## config.mk

```make
export PLATFORM = sky130hd
export DESIGN_NAME = imem_loader
export DESIGN_NICKNAME = d
export VERILOG_FILES = /design/src/rtl/imem_loader_pkg.sv /design/src/rtl/imem_loader_byte_packer.sv /design/src/rtl/imem_loader.sv
export SDC_FILE = /design/constraint.sdc
export NUM_CORES = 1
export LEC_CHECK = 0
export ABC_CLOCK_PERIOD_IN_PS = 1900
export BUFFER_PORTS_ARGS = -buffer_cell sky130_fd_sc_hd__buf_4
export CAP_MARGIN = 20
export CORE_MARGIN = 2
export CORE_UTILIZATION = 46
export DETAILED_ROUTE_END_ITERATION = 8
export HOLD_SLACK_MARGIN = 0.1
export PLACE_DENSITY = 0.77
export SYNTH_ARGS = -nofsm -noshare
export SYNTH_HDL_FRONTEND = slang
export SYNTH_SLANG_ARGS = --single-unit
```

## constraint.sdc

```tcl
create_clock -name clk -period 1.9 [get_ports clk]
set_clock_uncertainty 0.05 [all_clocks]
set_input_delay 0.19 -clock clk [delete_from_list [all_inputs] [get_ports clk]]
set_output_delay 0.19 -clock clk [all_outputs]
set_load 0.1 [all_outputs]
```

## src/rtl/imem_loader_pkg.sv

```systemverilog
// Shared types and constants for the instruction memory loader.
package imem_loader_pkg;

  localparam int unsigned BYTES_PER_WORD = 4;
  localparam int unsigned LEN_W          = 16;

  typedef enum logic [2:0] {
    StIdle,
    StRecv,
    StWrite,
`ifdef IMEM_LOADER_CHECKSUM_EN
    StCksum,
`endif
    StDone
  } state_e;

endpackage

```

## src/rtl/imem_loader_byte_packer.sv

```systemverilog
// Packs a byte stream little-endian into a 32-bit word; word_full_o flags the push
// that completes the current word.
module imem_loader_byte_packer
  import imem_loader_pkg::*;
(
  input  logic        clk_i,
  input  logic        reset_i,
  input  logic        clear_i,
  input  logic        push_i,
  input  logic [7:0]  data_i,
  output logic [31:0] word_o,
  output logic [1:0]  count_o,
  output logic        word_full_o
);

  logic [31:0] word_q, word_d;
  logic [1:0]  count_q, count_d;

  always_comb begin
    word_d  = word_q;
    count_d = count_q;
    if (clear_i) begin
      word_d  = '0;
      count_d = '0;
    end else if (push_i) begin
      word_d[{count_q, 3'b000} +: 8] = data_i;
      count_d                        = count_q + 2'd1;
    end
  end

  always_ff @(posedge clk_i or posedge reset_i) begin
    if (reset_i) begin
      word_q  <= '0;
      count_q <= '0;
    end else begin
      word_q  <= word_d;
      count_q <= count_d;
    end
  end

  assign word_o      = word_q;
  assign count_o     = count_q;
  assign word_full_o = push_i & ~clear_i & (count_q == 2'(BYTES_PER_WORD - 1));

endmodule

```

## src/rtl/imem_loader.sv

```systemverilog
// Loads a byte-stream program image into instruction memory, one 32-bit word per write.
// Define IMEM_LOADER_CHECKSUM_EN to require a trailing XOR checksum byte after the image.
module imem_loader
  import imem_loader_pkg::*;
#(
  parameter logic [63:0] BASE_ADDR = 64'd0,
  parameter int unsigned MAX_WORDS = 1024
) (
  input  logic             clk,
  input  logic             reset,
  input  logic             start,
  input  logic [LEN_W-1:0] load_len,
  input  logic [7:0]       in_data,
  input  logic             in_valid,
  output logic             in_ready,
  output logic             wr_en,
  output logic [63:0]      wr_addr,
  output logic [31:0]      wr_data,
  output logic             busy,
  output logic             done,
  output logic             error,
  output logic [LEN_W-1:0] words_written
);

  state_e           state_q, state_d;
  logic [LEN_W-1:0] len_q, len_d;
  logic [LEN_W-1:0] word_idx_q, word_idx_d;
  logic             error_q, error_d;
`ifdef IMEM_LOADER_CHECKSUM_EN
  logic [7:0]       xor_q, xor_d;
`endif

  logic        pack_clear, pack_push, word_full;
  logic [31:0] pack_word;
  logic [1:0]  pack_count;
  logic        last_word;

  imem_loader_byte_packer u_byte_packer (
    .clk_i       (clk),
    .reset_i     (reset),
    .clear_i     (pack_clear),
    .push_i      (pack_push),
    .data_i      (in_data),
    .word_o      (pack_word),
    .count_o     (pack_count),
    .word_full_o (word_full)
  );

  assign last_word = ({1'b0, word_idx_q} + 17'd1) == {1'b0, len_q};

  always_comb begin
    state_d    = state_q;
    len_d      = len_q;
    word_idx_d = word_idx_q;
    error_d    = error_q;
`ifdef IMEM_LOADER_CHECKSUM_EN
    xor_d      = xor_q;
`endif
    in_ready   = 1'b0;
    wr_en      = 1'b0;
    pack_clear = 1'b0;
    pack_push  = 1'b0;

    unique case (state_q)
      StIdle, StDone: begin
        if (start) begin
          word_idx_d = '0;
          pack_clear = 1'b1;
          if (load_len == '0) begin
            state_d = StDone;
            error_d = 1'b0;
          end else if (32'(load_len) > MAX_WORDS) begin
            state_d = StDone;
            error_d = 1'b1;
          end else begin
            state_d = StRecv;
            error_d = 1'b0;
            len_d   = load_len;
`ifdef IMEM_LOADER_CHECKSUM_EN
            xor_d   = '0;
`endif
          end
        end
      end
      StRecv: begin
        in_ready  = 1'b1;
        pack_push = in_valid;
`ifdef IMEM_LOADER_CHECKSUM_EN
        if (in_valid) xor_d = xor_q ^ in_data;
`endif
        if (word_full) state_d = StWrite;
      end
      StWrite: begin
        wr_en      = 1'b1;
        pack_clear = 1'b1;
        word_idx_d = word_idx_q + 1'b1;
        if (last_word) begin
`ifdef IMEM_LOADER_CHECKSUM_EN
          state_d = StCksum;
`else
          state_d = StDone;
`endif
        end else begin
          state_d = StRecv;
        end
      end
`ifdef IMEM_LOADER_CHECKSUM_EN
      StCksum: begin
        in_ready = 1'b1;
        if (in_valid) begin
          state_d = StDone;
          // Written words stay in memory; only the flag reports the mismatch.
          error_d = (in_data != xor_q);
        end
      end
`endif
      default: state_d = StIdle;
    endcase
  end

  always_ff @(posedge clk or posedge reset) begin
    if (reset) begin
      state_q    <= StIdle;
      len_q      <= '0;
      word_idx_q <= '0;
      error_q    <= 1'b0;
`ifdef IMEM_LOADER_CHECKSUM_EN
      xor_q      <= '0;
`endif
    end else begin
      state_q    <= state_d;
      len_q      <= len_d;
      word_idx_q <= word_idx_d;
      error_q    <= error_d;
`ifdef IMEM_LOADER_CHECKSUM_EN
      xor_q      <= xor_d;
`endif
    end
  end

  assign wr_addr       = wr_en ? BASE_ADDR + {{(64 - LEN_W - 2){1'b0}}, word_idx_q, 2'b00} : '0;
  assign wr_data       = wr_en ? pack_word : '0;
  assign done          = (state_q == StDone);
  assign busy          = (state_q != StIdle) && (state_q != StDone);
  assign error         = error_q;
  assign words_written = word_idx_q;

  // Byte count is only observed through word_full.
  logic unused_count;
  assign unused_count = ^pack_count;

endmodule

```

# Yosys cells after proc, flatten, opt, wreduce, memory -nomap -nowiden

Cells that the tools add are included.
W data, S select, Z words.

Output and inout bits: 117
Word-level logic and storage cells: 59
Flip-flop bits (word level): 70
Bits of input ports: 28

Reductions and logical operators: 11
Bitwise logic cells: 5
Mux-type cells: 22
Shifts and indexed selects: 2
Eq/ne operators: 8
Magnitude comparators: 1
Add/sub/neg operators: 4

Operator list:

| cell                     | number |
|---|---|
| $mux W32                 | 3 |
| $bwmux W32               | 1 |
| $pmux W16 S2             | 1 |
| $shift A8 B7 Y32 const A | 1 |
| $shiftx A8 B7 Y32        | 1 |
| $mux W18                 | 1 |
| $add A16 B1 Y17 const B  | 1 |
| $eq A17 B16 Y1           | 1 |
| $add A16 B1 Y16 const B  | 1 |
| $gt A16 B11 Y1 const B   | 1 |
| $logic_not A16 Y1        | 1 |
| $mux W16                 | 1 |
| $mux W2                  | 5 |
| $pmux W3 S3              | 1 |
| $neg A5 Y7               | 1 |
| $eq A3 B2 Y1 const B     | 2 |
| $mux W1                  | 6 |
| $mux W3                  | 2 |
| $reduce_and A2 Y1        | 3 |
| $reduce_and A4 Y1        | 1 |
| $reduce_bool A2 Y1       | 2 |
| $eq A3 B1 Y1 const B     | 1 |
| $logic_not A3 Y1         | 1 |
| $ne A3 B2 Y1 const B     | 1 |
| other kinds (10)         | 13 |

# Logic depth before layout (Yosys ltp)

Gate-level depths: netlist (run 1).

Depth in word-level cells: 8
Gate-level depth with buffers: 8
Gate-level depth less buffers: 8

# Modules after synthesis

A second synthesis (run 1) with hierarchy kept.

Cells, all modules: 474
Area, all modules: 4539.4 um^2

Modules (own cells, without submodules):

| module                  | area an instance (um^2) | times used | cells each |
|---|---|---|---|
| imem_loader             | 2947.8                  | 1          | 350 |
| imem_loader_byte_packer | 1591.5                  | 1          | 124 |

# Worst setup path before layout (run 1)

No wires, ideal clock.

Path type: reg-to-output
From: register state_q[0]
To: output port wr_data[13]
Buffers on the path: 3
Arrival: 2.780 ns
Stages on the path, launching flop included: 7
Slack: -1.120 ns
Cells stage by stage: dfrtp_1 inv_1 ha_1 clkbuf_1 clkbuf_1 clkbuf_1 and2_1

Word-level cells in the longest chain between the ends: 3

Ends and longest elaborated chain:

| item                   | RTL line           | source |
|---|---|---|
| start, declared        | imem_loader.sv:25  | `state_e state_q, state_d;` |
| start signal, assigned | imem_loader.sv:123 | `state_q <= StIdle;` |
| start signal, assigned | imem_loader.sv:131 | `state_q <= state_d;` |
| $eq A3 B2 Y1           | imem_loader.sv:64  | `unique case (state_q)` |
| $mux W1                | imem_loader.sv:64  |  |
| net wr_en              | imem_loader.sv:16  | `output logic wr_en,` |
| $mux W32               | imem_loader.sv:142 | `assign wr_data = wr_en ? pack_word : '0;` |
| end, declared          | imem_loader.sv:18  | `output logic [31:0] wr_data,` |

The timed path passes the listed nets, and every way through them passes these cells.

# Worst setup path in the final report (run 1)

From: input port load_len[9]
To: register len_q[4]

Word-level cells in the longest chain between the ends: 3

Ends and longest elaborated chain:

| item                                                       | RTL line                             | source |
|---|---|---|
| start, declared                                            | imem_loader.sv:12                    | `input logic [LEN_W-1:0] load_len,` |
| $gt A16 B11 Y1 / $logic_not A16 Y1 (equally long branches) | imem_loader.sv:72, imem_loader.sv:69 |  |
| $not A1 Y1 (no source line)                                | --                                   |  |
| $reduce_and A4 Y1 (no source line) *                       | --                                   |  |
| end signal, assigned                                       | imem_loader.sv:132                   | `len_q <= len_d;` |
| end, declared                                              | imem_loader.sv:26                    | `logic [LEN_W-1:0] len_q, len_d;` |

Mark *: on every way between the ends. The rest lies on a longest branch, timed or not.
A chain may end at the register's enable or synchronous reset.

==> results by group, run 1 <==
Worst setup path
  – Worst reg2reg path depth: 7
  – Max FO, Critical Path: 8
  – Critical path data arrival time: 2070 ps
  – Crit. End Element: flop
  – Setup CP Type: input pin to flop
  – Setup crit start kind: input pin
  – CP required: 2080 ps

CTS
  – Root Driver: clkbuf_8
  – Clk buf depth: 2
  – Clock Sinks: 69
  – Worst skew pair latency: 340 ps
  – CTS tree: built
  – CTS H-tree lvls: 3
  – Num CTS Buffers: 9
  – Clk slew on worst S/H paths: 80 ps

Logic synthesis
  – Synth Flop Type: dfrtp_1
  – Asr flop ratio synth: 100.0%
  – Cell area after synthesis: 0.004168 mm^2
  – Yosys top cell by area: dfrtp_1
  – Cells after Synth: 425
  – YS warnings: 0
  – Syn Area/Cell: 9.806 um^2
  – Top post-synthesis cells by area: dfrtp_1 (41%), buf_4 (8.6%), and2_1 (7.7%)
  – Post-synth EDFFs: 0
  – Post-synthesis sequential area ratio: 41.43%
  – Yosys cell types: 48
  – Share of the synthesized area in the top cell type: 41.43%
  – Synthesized flop and latch total: 69

Power
  – VDD IR-drop max: 0.001323 V
  – Clock power share: 19.9%
  – Leak pwr: 0.002882 uW
  – Combinational share of power: 51.6%
  – Sw Share: 46.41%
  – Reg power frac: 28.4%
  – Pwr dens: 1110 mW/mm^2
  – Sw power: 3108 uW
  – Design internal power: 3589 uW
  – Tot Pwr: 6697 uW

Floorplan
  – I/O pin total: 145
  – Initial Util: 47.56%
  – DIE WIDTH: 99.19 um
  – Die Y: 99.19 um
  – Placeable Area: 0.008763 mm^2
  – Die ar.: 0.009838 mm^2
  – Row count: 34

Placement
  – Port Buffers: 96
  – Detailed Place HPWL: 8160 um
  – DP Worst Slack: -0.1075 ps
  – Placer Congestion: 0.8863
  – Placement Cell Area: 0.005338 mm^2

Timing
  – Setup WS post-layout: 7.219 ps
  – Final Hold Viols: 0
  – Minimum clock period: 1893 ps
  – Final setup viols: 0
  – Hold WS: 233.1 ps
  – RSZ-0062 raised after global routing: true
  – Slew Viols, Final: 0
  – Fmax: 528.3 MHz
  – Period utilization: 99.62%

Global route
  – First-pass GRT wire length: 17880 um
  – Vias in the first global route: 3590
  – Total GRT Usage: 22.56%
  – Antenna violations before repair: 0
  – GRT overflow: 0
  – Largest net degree at the start of global routing: 33

Finish
  – Number of diodes: 0
  – Most common cell after layout, fill and taps aside: buf_4
  – Most frequent cells in the layout: buf_4 (98), dfrtp_1 (52), conb_1 (48), and2_4 (43), buf_6 (35)
  – Nets: 615
  – Finished layout cell area: 0.006036 mm^2
  – Fill count: 639
  – Syn-to-layout area delta: 44.82%
  – Share of layout cells above drive strength 1: 44.85%

Min path
  – Hold Crit Class: input pin to flop
  – Hold depth: 3

Job
  – Max cap viols: 0

Detailed routing
  – Antenna Nets Post-Route: 0
  – DR vias: 3707
  – Wirelength, routed: 10970 um
  – Drt pass-1 iters: 5
  – DRT iter0 DRCs: 234
  – Drt drc: 0
  – Vias/cell: 5.372
  – Routed wire length per instance: 15.89 um

Run status
  – Outcome: completed
-- power groups by stage --
stage / Sequential (uW) / Clock (uW) / Combinational [uW]
after floorplan: 2030 / 0 / 2400
after global placement: 1900 / 0 / 3220
after detailed placement: 1920 / 0 / 3300
after CTS: 1890 / 1360 / 3420
after global routing: 1930 / 1440 / 3670
final: 1900 / 1330 / 3460
-- cell type report --
class	instances	area [um^2]	area share, %
multi-input combinational	323	2322	38.47
sequential	69	1778	29.46
timing repair buffer	166	1545	25.60
tap	108	135.1	2.239
clock buffer	9	123.9	2.052
clock inverter	7	97.59	1.617
inverter	8	33.78	0.5597
-- cell families (layout without fill, tap and decap cells) --
| logic type | after synthesis | in the layout | share of synthesized area (%) |
|---|---|---|---|
| AND/OR/NAND/NOR | 134 | 134 | 18.13 |
| AO/OA/AOI/OAI | 96 | 96 | 16.57 |
| buffers and inverters | 80 | 190 | 12.28 |
| flip-flops | 69 | 69 | 41.43 |
| XOR/XNOR | 23 | 23 | 4.833 |
| multiplexers | 12 | 12 | 3.662 |
| adder cells (fa/ha/maj) | 10 | 10 | 3.002 |
| other | 1 | 48 | 0.08998 |
-- worst max-delay path, cell delays in order --
cell and delay (ps):
dlygate4sd3_1 540, buf_4 140, nor2_2 130, nand3_2 90
xor2_1 230, and4_4 290, buf_12 130, mux2_2 330
-- per-layer routing --
metal  GRT usage [%]  vias to the layer above  wire, um
met5               0                        -         0
met4           8.114                        0       200
met3           4.146                       17       765
met2           36.12                      195      5229
met1           30.78                     1788      4769
li1                -                     1707         -
-- synth_stat cells (2+ instances only) --
| master | instances |
|---|---|
| dfrtp_1 | 69 |
| and2_1 | 51 |
| buf_4 | 48 |
| a22o_1 | 33 |
| nand2_1 | 20 |
| o21ai_0 | 19 |
| nor2_1 | 17 |
| xnor2_1 | 17 |
| clkbuf_1 | 16 |
| a21oi_1 | 13 |
| nand3_1 | 11 |
| ha_1 | 10 |
| o31ai_1 | 9 |
| and3_1 | 8 |
| inv_1 | 8 |
| mux2_2 | 6 |
| xor2_1 | 6 |
| buf_2 | 5 |
| mux2_4 | 5 |
| a31oi_1 | 4 |
| and2b_2 | 4 |
| and4_1 | 4 |
| nor3_1 | 4 |
| nor4_1 | 4 |
| a311oi_1 | 3 |
| nand2b_1 | 3 |
| o22ai_1 | 3 |
| a21o_1 | 2 |
| nand4_1 | 2 |
| o221ai_1 | 2 |
| o41ai_1 | 2 |
-- metrics by stage --
stage               instances  utilization (%)  setup TNS [ps]
floorplan                 472                -          -348.0
global placement          650            60.91               0
detailed placement        650            60.91         -0.1075
CTS                       689            67.92               0
global route              690            68.87          -510.6
finish                    690            68.87               0
-- repair_timing --
action,CTS,global route
setup buffers,2,0
pin swaps,0,4
hold buffers,21,0
resized for setup,45,19
cloned,0,1
setup endpoints to repair,43,42
hold endpoints to repair,55,0
-- worst paths after layout --
path,startpoint,slack (ps),endpoint
worst max-delay path,load_len[9],7,len_q[4]$_DFFE_PP0P_
worst min-delay path,in_valid,230,u_byte_packer.count_o[1]$_DFFE_PP0P_
worst max register to register,words_written[1]$_DFFE_PP0P_,70,state_q[1]$_DFFE_PP0P_
worst min register to register,u_byte_packer.word_o[16]$_DFFE_PP0P_,460,u_byte_packer.word_o[16]$_DFFE_PP0P_
max in group asynchronous,reset,750,len_q[7]$_DFFE_PP0P_
min in group asynchronous,reset,320,words_written[4]$_DFFE_PP0P_
-- registers in the layout, indices dropped and copies added, names as in the netlist --
name	flops
words_written	16
error	1
len_q	16
u_byte_packer.count_o	2
state_q	2
u_byte_packer.word_o	32
Power figures use the tool's default switching activity.
==> run 2, diff against run 1 <==
BUFFER_PORTS_ARGS = -buffer_cell sky130_fd_sc_hd__buf_2   (was -buffer_cell sky130_fd_sc_hd__buf_4)
HOLD_SLACK_MARGIN = 0.15   (was 0.1)
==> results by group, run 2 (synthesis gave the netlist of run 1 again) <==
Global route
  – GRT overflow: 0 (unchanged)
  – Antenna violations before repair: 0 (unchanged)
  – Total GRT Usage: 22.77% (+0.21 points)
  – First-pass GRT wire length: 17820 um (-0.35%)
  – Vias in the first global route: 3487 (-2.9%)
  – Largest net degree at the start of global routing: 58 (+76%)

Detailed routing
  – Antenna Nets Post-Route: 0 (unchanged)
  – DRT iter0 DRCs: 270 (+15%)
  – Routed wire length per instance: 16.66 um (+4.9%)
  – Wirelength, routed: 11530 um (+5.2%)
  – Drt pass-1 iters: 5 (unchanged)
  – Vias/cell: 5.455 (+1.5%)
  – DR vias: 3775 (+1.8%)
  – Drt drc: 0 (unchanged)

Worst setup path
  – Crit. End Element: flop
  – CP top delay family: simple AND/OR/NAND/NOR gates
  – Critical path data arrival time: 2170 ps (+100 ps)
  – Buf/Inv on CP: 3 (unchanged)
  – Critical path's slowest cell: dfrtp_1
  – Max FO, Critical Path: 7 (-1)
  – CP required: 2140 ps (+60 ps)
  – Worst reg2reg path depth: 8 (+1)
  – Setup CP Type: flop to flop
  – Reg2reg setup slack: -40 ps (-110 ps)
  – Cell Chain, Critical Path: inv_2 > ha_4 > buf_4 > and2_2 > nand2_1 > nor4_4 > buf_6 > a22o_1
  – Max incr delay on CP: 440 ps (-100 ps)
  – Setup crit start kind: flop
  – RR Startpoint: state_q[1]$_DFFE_PP0P_
  – Worst r2r dst: u_byte_packer.word_o[10]$_DFFE_PP0P_

Finish
  – Syn-to-layout area delta: 54.61%
  – Fill count: 582 (-8.9%)
  – Nets: 617 (+0.33%)
  – Most frequent cells in the layout: dfrtp_1 (53), buf_12 (53), conb_1 (48), buf_2 (45), buf_4 (45)
  – Share of layout cells above drive strength 1: 45.72% (+0.87 points)
  – Largest register FFs: 32 (unchanged)
  – Number of diodes: 0 (unchanged)

Floorplan
  – Row count: 34 (unchanged)
  – Die Y: 99.19 um (unchanged)
  – Initial Util: 47.56% (unchanged)
  – DIE WIDTH: 99.19 um (unchanged)
  – I/O pin total: 145 (unchanged)
  – Die ar.: 0.009838 mm^2 (unchanged)
  – Placeable Area: 0.008763 mm^2 (unchanged)

Min path
  – Hold Crit Class: input pin to flop
  – Worst hold path startpoint: load_len[11]
  – Hold path endpoint: error$_DFFE_PP0P_
  – Hold depth: 4 (+1)

CTS
  – CTS H-tree lvls: 3 (unchanged)
  – Clock Sinks: 69 (unchanged)
  – Clk buf depth: 2 (unchanged)
  – Num CTS Buffers: 9 (unchanged)
  – CTS tree: built
  – Worst skew pair latency: 350 ps (about the same)
  – Clk slew on worst S/H paths: 80 ps (about the same)
  – Root Driver: clkbuf_8

Placement
  – Placer Congestion: 0.8661 (-2.3%)
  – DP Worst Slack: -41.57 ps (-41.46 ps)
  – Detailed Place HPWL: 8174 um (+0.17%)
  – Port Buffers: 96 (unchanged)

Timing
  – Final setup viols: 9 (+9)
  – Period utilization: 101.9% (+2.2 points)
  – Fmax: 516.7 MHz (-2.2%)
  – Minimum clock period: 1935 ps (+42.62 ps)
  – Setup WS post-layout: -35.40 ps (-42.62 ps)
  – Slew Viols, Final: 0 (unchanged)
  – Final Hold Viols: 0 (unchanged)
  – Hold WS: 266.0 ps (+32.94 ps)
  – RSZ-0062 raised after global routing: true
  – Final setup TNS: -201.4 ps (-201.4 ps)

Job
  – Max cap viols: 0 (unchanged)

Run status
  – Outcome: complete, but fails checks
  – Failing checks: negative setup slack

Power
  – Leak pwr: 0.002989 uW (+3.7%)
  – VDD IR-drop max: 0.001307 V (-1.3%)
  – Pwr dens: 1083 mW/mm^2 (-2.4%)
## run 2: worst max path at each step
| stage | depth (start not counted) | start | endpoint |
|---|---|---|---|
| global placement | 7 | state_q[1]$_DFFE_PP0P_ | u_byte_packer.word_o[4]$_DFFE_PP0P_ |
| detailed placement | 7 | state_q[1]$_DFFE_PP0P_ | u_byte_packer.word_o[10]$_DFFE_PP0P_ |
| floorplan | 5 | state_q[0]$_DFFE_PP0P_ | wr_addr[10] |
| global route | 6 | words_written[2]$_DFFE_PP0P_ | state_q[1]$_DFFE_PP0P_ |
| finish | 8 | state_q[1]$_DFFE_PP0P_ | u_byte_packer.word_o[10]$_DFFE_PP0P_ |
| CTS | 4 | state_q[1]$_DFFE_PP0P_ | in_ready |
## run 2: layout make-up
class,instances,area (um^2),area share [%]
multi-input cells,323,2349,36.45
well taps,108,135.1,2.097
repair buffers,168,1903,29.53
clock buffers,9,123.9,1.922
flip-flops and latches,69,1777,27.57
inverters,8,33.78,0.5243
clock inverters,7,122.6,1.903
## run 2: per-layer routing
layer / wire, um / GRT usage, % / vias to the layer above
li1: - / - / 1715
met3: 765 / 3.725 / 17
met1: 4782 / 31.48 / 1849
met2: 5774 / 36.07 / 194
met5: 0 / 0 / -
met4: 210 / 8.851 / 0
## run 2: report_power, final
| group | switching, uW | internal (uW) | leakage [uW] |
|---|---|---|---|
| sequential | 190 | 1700 | 0.000910 |
| combinational | 2390 | 1220 | 0.00196 |
| clock | 603 | 878 | 0.000116 |
| total | 3180 | 3800 | 0.00299 |
## run 2: worst register-to-register path: cells and delay by family, from the launching register on
family                     cells  cell delay [ps]
AOI/OAI and AO/OA              1              130
buffers and inverters          3              430
DFF                            1              440
adders and majority gates      1              140
and+or+nand+nor                3              690
## run 2: stage by stage
stage	util [%]	std cells	total power (uW)	instance area (um^2)
floorplan	-	472	4432	4666
global route	73.53	692	7280	6444
CTS	71.97	685	6791	6307
finish	73.53	692	6975	6444
global placement	66.50	646	5149	5828
detailed placement	66.50	646	5258	5828
## run 2: repair_timing
item                       4_1_cts  5_1_grt
resized for setup                4       18
pin swaps                        1        7
setup endpoints to repair       17       91
hold endpoints to repair       113        0
hold buffers                    21        0
setup buffers                    2        5
cloned                           0        2
